<file path="src/rtl/cmip_pkt_arb_rr.sv">
// Packet-granular round-robin arbiter: merges PORT_NUM AXI-Stream sources onto one
// TX stream, holding each grant from the first beat through the tlast beat.
module cmip_pkt_arb_rr #(
    parameter int DATA_WD  = 32,
    parameter int PORT_NUM = 4,
    parameter int GNT_WD   = $clog2(PORT_NUM),
    parameter int CFG_WD   = 32
) (
    input  logic                          clk,
    input  logic                          rst_n,
    input  logic                          cfg_rst,
    input  logic [PORT_NUM-1:0]           cfg_en,
    input  logic [PORT_NUM*DATA_WD-1:0]   s_axis_tdata,
    input  logic [PORT_NUM*DATA_WD/8-1:0] s_axis_tkeep,
    input  logic [PORT_NUM-1:0]           s_axis_tvalid,
    output logic [PORT_NUM-1:0]           s_axis_tready,
    input  logic [PORT_NUM-1:0]           s_axis_tlast,
    input  logic [PORT_NUM-1:0]           s_axis_tuser,
    output logic [DATA_WD-1:0]            m_axis_tdata,
    output logic [DATA_WD/8-1:0]          m_axis_tkeep,
    output logic                          m_axis_tvalid,
    input  logic                          m_axis_tready,
    output logic                          m_axis_tlast,
    output logic                          m_axis_tuser,
    output logic                          sts_busy,
    output logic [GNT_WD-1:0]             sts_grant,
    output logic [CFG_WD-1:0]             sts_pkt_cnt
);

    localparam int KEEP_WD = DATA_WD / 8;

    typedef enum logic {ARB, XFER} state_t;

    state_t              state;
    state_t              state_nxt;
    logic [GNT_WD-1:0]   gnt;
    logic [GNT_WD-1:0]   last_gnt;
    logic [GNT_WD-1:0]   arb_idx;
    logic [PORT_NUM-1:0] req;
    logic                arb_hit;
    logic                eop;

    assign req = s_axis_tvalid & cfg_en;

    // Cyclic search starting just after the most recently completed grant.
    always_comb begin : rr_search
        logic [GNT_WD-1:0] cand;
        arb_hit = 1'b0;
        arb_idx = '0;
        cand    = '0;
        for (int i = 1; i <= PORT_NUM; i++) begin
            cand = GNT_WD'((int'(last_gnt) + i) % PORT_NUM);
            if (!arb_hit && req[cand]) begin
                arb_hit = 1'b1;
                arb_idx = cand;
            end
        end
    end

    always_comb begin : out_mux
        m_axis_tdata  = '0;
        m_axis_tkeep  = '0;
        m_axis_tvalid = 1'b0;
        m_axis_tlast  = 1'b0;
        m_axis_tuser  = 1'b0;
        s_axis_tready = '0;
        if (state == XFER) begin
            for (int i = 0; i < PORT_NUM; i++) begin
                if (gnt == GNT_WD'(i)) begin
                    m_axis_tdata     = s_axis_tdata[i*DATA_WD +: DATA_WD];
                    m_axis_tkeep     = s_axis_tkeep[i*KEEP_WD +: KEEP_WD];
                    m_axis_tvalid    = s_axis_tvalid[i];
                    m_axis_tlast     = s_axis_tlast[i];
                    m_axis_tuser     = s_axis_tuser[i];
                    s_axis_tready[i] = m_axis_tready;
                end
            end
        end
    end

    assign eop = m_axis_tvalid & m_axis_tready & m_axis_tlast;

    always_comb begin : next_state
        state_nxt = state;
        case (state)
            ARB:     if (arb_hit) state_nxt = XFER;
            XFER:    if (eop) state_nxt = ARB;
            default: state_nxt = ARB;
        endcase
    end

    // Soft reset leaves gnt alone so sts_grant keeps reporting the last grant.
    always_ff @(posedge clk or negedge rst_n) begin
        if (!rst_n) begin
            state       <= ARB;
            gnt         <= '0;
            last_gnt    <= GNT_WD'(PORT_NUM - 1);
            sts_pkt_cnt <= '0;
        end else if (cfg_rst) begin
            state       <= ARB;
            last_gnt    <= GNT_WD'(PORT_NUM - 1);
            sts_pkt_cnt <= '0;
        end else begin
            state <= state_nxt;
            if (state == ARB && arb_hit) begin
                gnt <= arb_idx;
            end
            if (eop) begin
                last_gnt    <= gnt;
                sts_pkt_cnt <= sts_pkt_cnt + CFG_WD'(1);
            end
        end
    end

    assign sts_busy  = (state == XFER);
    assign sts_grant = gnt;

endmodule

</file>
<file path="config.mk">
export PLATFORM = sky130hd
export DESIGN_NAME = cmip_pkt_arb_rr
export DESIGN_NICKNAME = d
export VERILOG_FILES = /design/src/rtl/cmip_pkt_arb_rr.sv
export SDC_FILE = /design/constraint.sdc
export NUM_CORES = 1
export LEC_CHECK = 0
export ABC_AREA = 1
export ABC_CLOCK_PERIOD_IN_PS = 1900
export BUFFER_PORTS_ARGS = -buffer_cell sky130_fd_sc_hd__buf_4
export CORE_ASPECT_RATIO = 1.75
export CORE_MARGIN = 1.5
export CORE_UTILIZATION = 44
export DETAILED_ROUTE_END_ITERATION = 10
export PLACE_DENSITY = 0.78
export REMOVE_ABC_BUFFERS = 1
export SLEW_MARGIN = 20
export SYNTH_ARGS = -nofsm -noshare
export SYNTH_HDL_FRONTEND = slang
export SYNTH_SLANG_ARGS = --single-unit
</file>
<file path="constraint.sdc">
create_clock -name clk -period 1.9 [get_ports clk]
set_input_delay 0.19 -clock clk [delete_from_list [all_inputs] [get_ports clk]]
set_output_delay 0.19 -clock clk [all_outputs]
set_load 0.01 [all_outputs]
</file>
### Yosys cells after proc, flatten, opt, wreduce, memory -nomap -nowiden

Cells that the tools add are included.

* register bits after elaboration: 37
* word-level logic and storage cells: 85
* input port bits: 164

* reduce and logical (&&, ||, !) cells: 10
* multiplexer cells: 54
* $lt $le $gt $ge: 4
* $add $sub $neg: 5
* equality and inequality tests: 3
* bitwise logic cells: 5

Operator list (count)
* 32-bit 2-to-1 mux: 7
* 32-bit by 1-bit adder with 32-bit output (second input constant): 1
* 1-bit 2-to-1 mux: 30
* 4-bit 2-to-1 mux: 6
* 2-bit by 3-bit < comparator with 1-bit output (second input constant): 4
* 2-bit 2-to-1 mux: 6
* 1-bit binary-select mux with 2-bit select: 4
* 2-bit by 1-bit adder with 2-bit output (second input constant): 2
* 2-bit adder (second input constant): 2
* 4-bit bitwise AND: 1
* 2-bit == test (second input constant): 2
* 1-bit logical AND: 4
* 1-bit zero test: 3
* 1-bit bitwise AND: 2
* 2-bit by 1-bit == test with 1-bit output (second input constant): 1
* 2-bit zero test: 1
* 1-bit NOT: 2
* 1-bit case mux with 2 select lines: 1
* 2-bit AND reduction: 1
* 2-bit nonzero test: 1

### Longest topological paths before layout

* depth after elaboration: 16
* gate-level depth with buffers: 12

### Least setup slack after synthesis

Ideal clock, no wire load.

* kind: reg-to-output
* from: register gnt[1], in the netlist sts_grant[1]
* to: output m_axis_tdata[20]
* arrival time: 1498 ps
* path slack: 212 ps
* cell stages (with the launch flop): 8
* required time: 1710 ps
* path through: dfrtp_1 buf_2 inv_1 nor2_1 inv_1 clkbuf_1 o221ai_1 a21oi_1

* word-level cells in the longest chain between the ends: 6
* elaborated cells between the ends (all ways): 9
* those cells by class: 3 x eq/ne; 5 x mux; 1 x reduce/logical

Ends and longest elaborated chain
* start, declared: RTL line 36 `logic [GNT_WD-1:0] gnt;`
* start signal, assigned: RTL line 106 `gnt <= arb_idx;`
* 2-bit zero test: RTL line 69 `if (gnt == GNT_WD'(i)) begin`
* 32-bit 2-to-1 mux (3 in a row): RTL line 69
* 32-bit 2-to-1 mux (*): RTL line 69
* 32-bit 2-to-1 mux (*): RTL line 67 `if (state == XFER) begin`
* end, declared: RTL line 19 `output logic [DATA_WD-1:0] m_axis_tdata,`

Mark *: on every way between the ends. The rest lies on a longest branch, timed or not.

### Worst setup path after layout

* from: register gnt[0], in the netlist sts_grant[0]
* to: output m_axis_tdata[25]

The elaborated chain is that of the path after synthesis.

==> results.toml <==
[yosys]
synth_top_area_cell = "nand2_1"
synthCells = 681
synth.distinct_cells = 33
ys_top_cells_by_count = "nand2_1, nand3_1, nor2_1"
async_flop_share_pct = 100
ys_ff_latch = 37
ys_warn_count = 0
synth.most_common_cell = "nand2_1"
synth_top_flop_cell = "dfrtp_1"
synth_top_area_share_pct = 23.2
syn_area_um2 = 3860
synth-seq-area-share_pct = 24.1
syn_area_per_cell_um2 = 5.67
synth-edff-count = 0
synthTopCellsByArea = "nand2_1, dfrtp_1, nand3_1"

[routing]
topRoutingLayerUsed = "met4"
route.detailed.drc = 0
ant_nets = 0
wl_mm = 18.9
via_per_inst = 5.62
met2_length_mm = 9.70
drt-met1-wl_mm = 6.18
dr.pass1.iters = 5
num_vias = 5959
dr_wl_met3_mm = 1.67
wl_per_cell_um = 17.8
drtIter0Drc = 393

[timing]
skew_ps = 9.17
relSlewSlack_pct = 57.9
setup_violations = 14
finalCriticalPeriod_ps = 1970
slew_viol_final = 0
rsz0062_at_grt = "true"
holdWs_ps = 187
tns_ps = -268
worst_pin_slew_ps = 627
fin_ws_ps = -68.9
finalHoldViolCount = 0
min_period_over_period_pct = 104
fmax_mhz = 508

[grt]
grt_max_degree = 38
grt_pass1_vias = 5645
overflow = 0
grt_pass1_wl_mm = 27.0
antenna_found_initial = 1
grt_usage_pct = 37.1

[clock_tree]
numCtsBuffers = 5
cts_buffer_depth = 2
cts_num_sinks = 37
clk_pin_slew_worst_paths_ps = 60
clk_root_buffer_cell = "clkbuf_16"
insertion_delay_ps = 290
htreeDepth = 2
cts_tree = "done"

[layout]
nets = 1107
final_core_util_pct = 78.3
n_fill_cell = 702
drive_gt1_share_pct = 37.6
seqCellArea_um2 = 931
multiInputGateArea_um2 = 2840
area_growth_pct = 74.7

[floorplanning]
start_util_pct = 44.8
io_pins = 242
core_um2 = 8610
die_area_um2 = 9360
dieHeight_um = 127
fp.dieW_um = 73.8
num_rows = 45

[setup_path]
worstPathArrival_ps = 1780
cp.depth = 7
path_class = "register to primary output"
startpoint_type = "register"
crit_family = "flip-flops"
r2r-start = "sts_grant[1]$_DFFE_PN0P_"
path_cells = "nand2_4 -> inv_1 -> buf_12 -> nor2_1 -> o221ai_2 -> a21oi_1 -> buf_4"
cp-end-kind = "primary output"
rrSetupSlack_ps = 90
crit_path_end = "m_axis_tdata[25]"
cpPeakStageDelay_ps = 460
rr_worst_depth = 11
cp_slowest_cell = "dfrtp_2"
worstPathMaxFanout = 30
critical_path_buf_inv_count = 3
critPathRequiredTime_ps = 1710
cp-startpoint = "sts_grant[0]$_DFFE_PN0P_"
r2r_end = "sts_pkt_cnt[9]$_DFFE_PN0P_"

[run_status]
violations = "negative setup slack"
status = "finished with violations"

[placed_design]
place.detailed.hpwl_mm = 13.8
io_buffers = 241
place.gp.congestion = 1.01

[pwr]
power_density_nw_per_um2 = 805
p_leak_nw = 3.38
totalPowerFinal_mw = 5.43
peakVddDrop_uv = 608

[flow_run]
drv_cap = 0

[worst_hold_path]
hold_class = "input pin to register"
per-layer routing:
layer / track usage (%) / vias up
met5: 0 / -
met1: 37.1 / 2738
met4: 22.7 / 0
met2: 66.6 / 365
met3: 8.26 / 96
li1: - / 2760
metrics by stage:
stage,setup WS (ps),std cells,area [um^2]
2_1_floorplan,-589,648,3720
3_3_place_gp,128,1037,5970
3_5_place_dp,102,1037,5970
4_1_cts,-15.8,1050,6290
5_1_grt,-158,1061,6740
6_report,-68.9,1061,6740
report_power, final:
group	internal, mW	total [mW]	switching (mW)
registers	0.816	0.859	0.0423
clock network	0.656	0.991	0.334
logic	1.77	3.58	1.81
total	3.24	5.43	2.19
logic make-up (layout without fill, tap and decap cells):
kind of cell,count (synthesis),in the layout,synth area share (%)
xor gates and xnor gates,6,6,1.36
and+or+nand+nor,431,431,47.3
adders and majority gates,1,1,0.324
DFF,37,37,24.1
other,0,1,0
buffers and inverters,99,361,10.1
AOI/OAI and AO/OA,107,107,16.9
final cells by class:
cell class | count | share of cell area (%)
Antenna cell | 1 | 0.0371
Clock buffer | 7 | 2.12
Clock inverter | 1 | 0.445
Inverter | 66 | 3.84
Multi-Input combinational cell | 545 | 42.2
Sequential cell | 37 | 13.8
Tap cell | 117 | 2.17
Timing Repair Buffer | 287 | 35.4
cells in the final DEF (no fill, tap or decap), types with 10 or more instances in the layout:
| cell | synthesis | routed |
|---|---|---|
| buf_4 | 1 | 257 |
| dfrtp_1 | 35 | 33 |
| a21oi_1 | 18 | 10 |
| nand3_1 | 80 | 76 |
| nand2_1 | 238 | 238 |
| o21ai_1 | 21 | 25 |
| o211ai_1 | 21 | 21 |
| nor2_1 | 80 | 70 |
| inv_1 | 60 | 58 |
| o21ai_0 | 28 | 20 |
| buf_6 | 0 | 16 |
worst min-delay path: cells and delay by family:
kind	cells	cell delay [ps]
AOI/OAI and AO/OA	1	50
buffers and inverters	1	140
and+or+nand+nor	1	50
timing repair:
action / in CTS / in global routing
resized for setup: 19 / 77
hold buffers: 1 / 0
hold endpoints to repair: 35 / 0
endpoints found under the setup margin: 22 / 46
cloned: 1 / 4
pin swaps: 2 / 15
buffers inserted: 3 / 6
registers in the layout (all words and copies together) (netlist names):
register	cells
sts_pkt_cnt	32
last_gnt	2
sts_grant	2
sts_busy	1
worst min path at each step:
stage | start | cells past startpoint | endpoint | slack [ps]
after global routing | cfg_rst | 3 | last_gnt[1]$_DFFE_PN1P_ | 190
final | cfg_rst | 3 | last_gnt[1]$_DFFE_PN1P_ | 190
after CTS | cfg_rst | 3 | last_gnt[0]$_DFFE_PN1P_ | 180
after floorplan | rst_n | 0 | sts_busy$_DFF_PN0_ | -110
after global placement | rst_n | 1 | sts_pkt_cnt[27]$_DFFE_PN0P_ | 180
after detailed placement | rst_n | 1 | sts_pkt_cnt[28]$_DFFE_PN0P_ | 190
No activity file was read; power rests on OpenSTA's default activity.
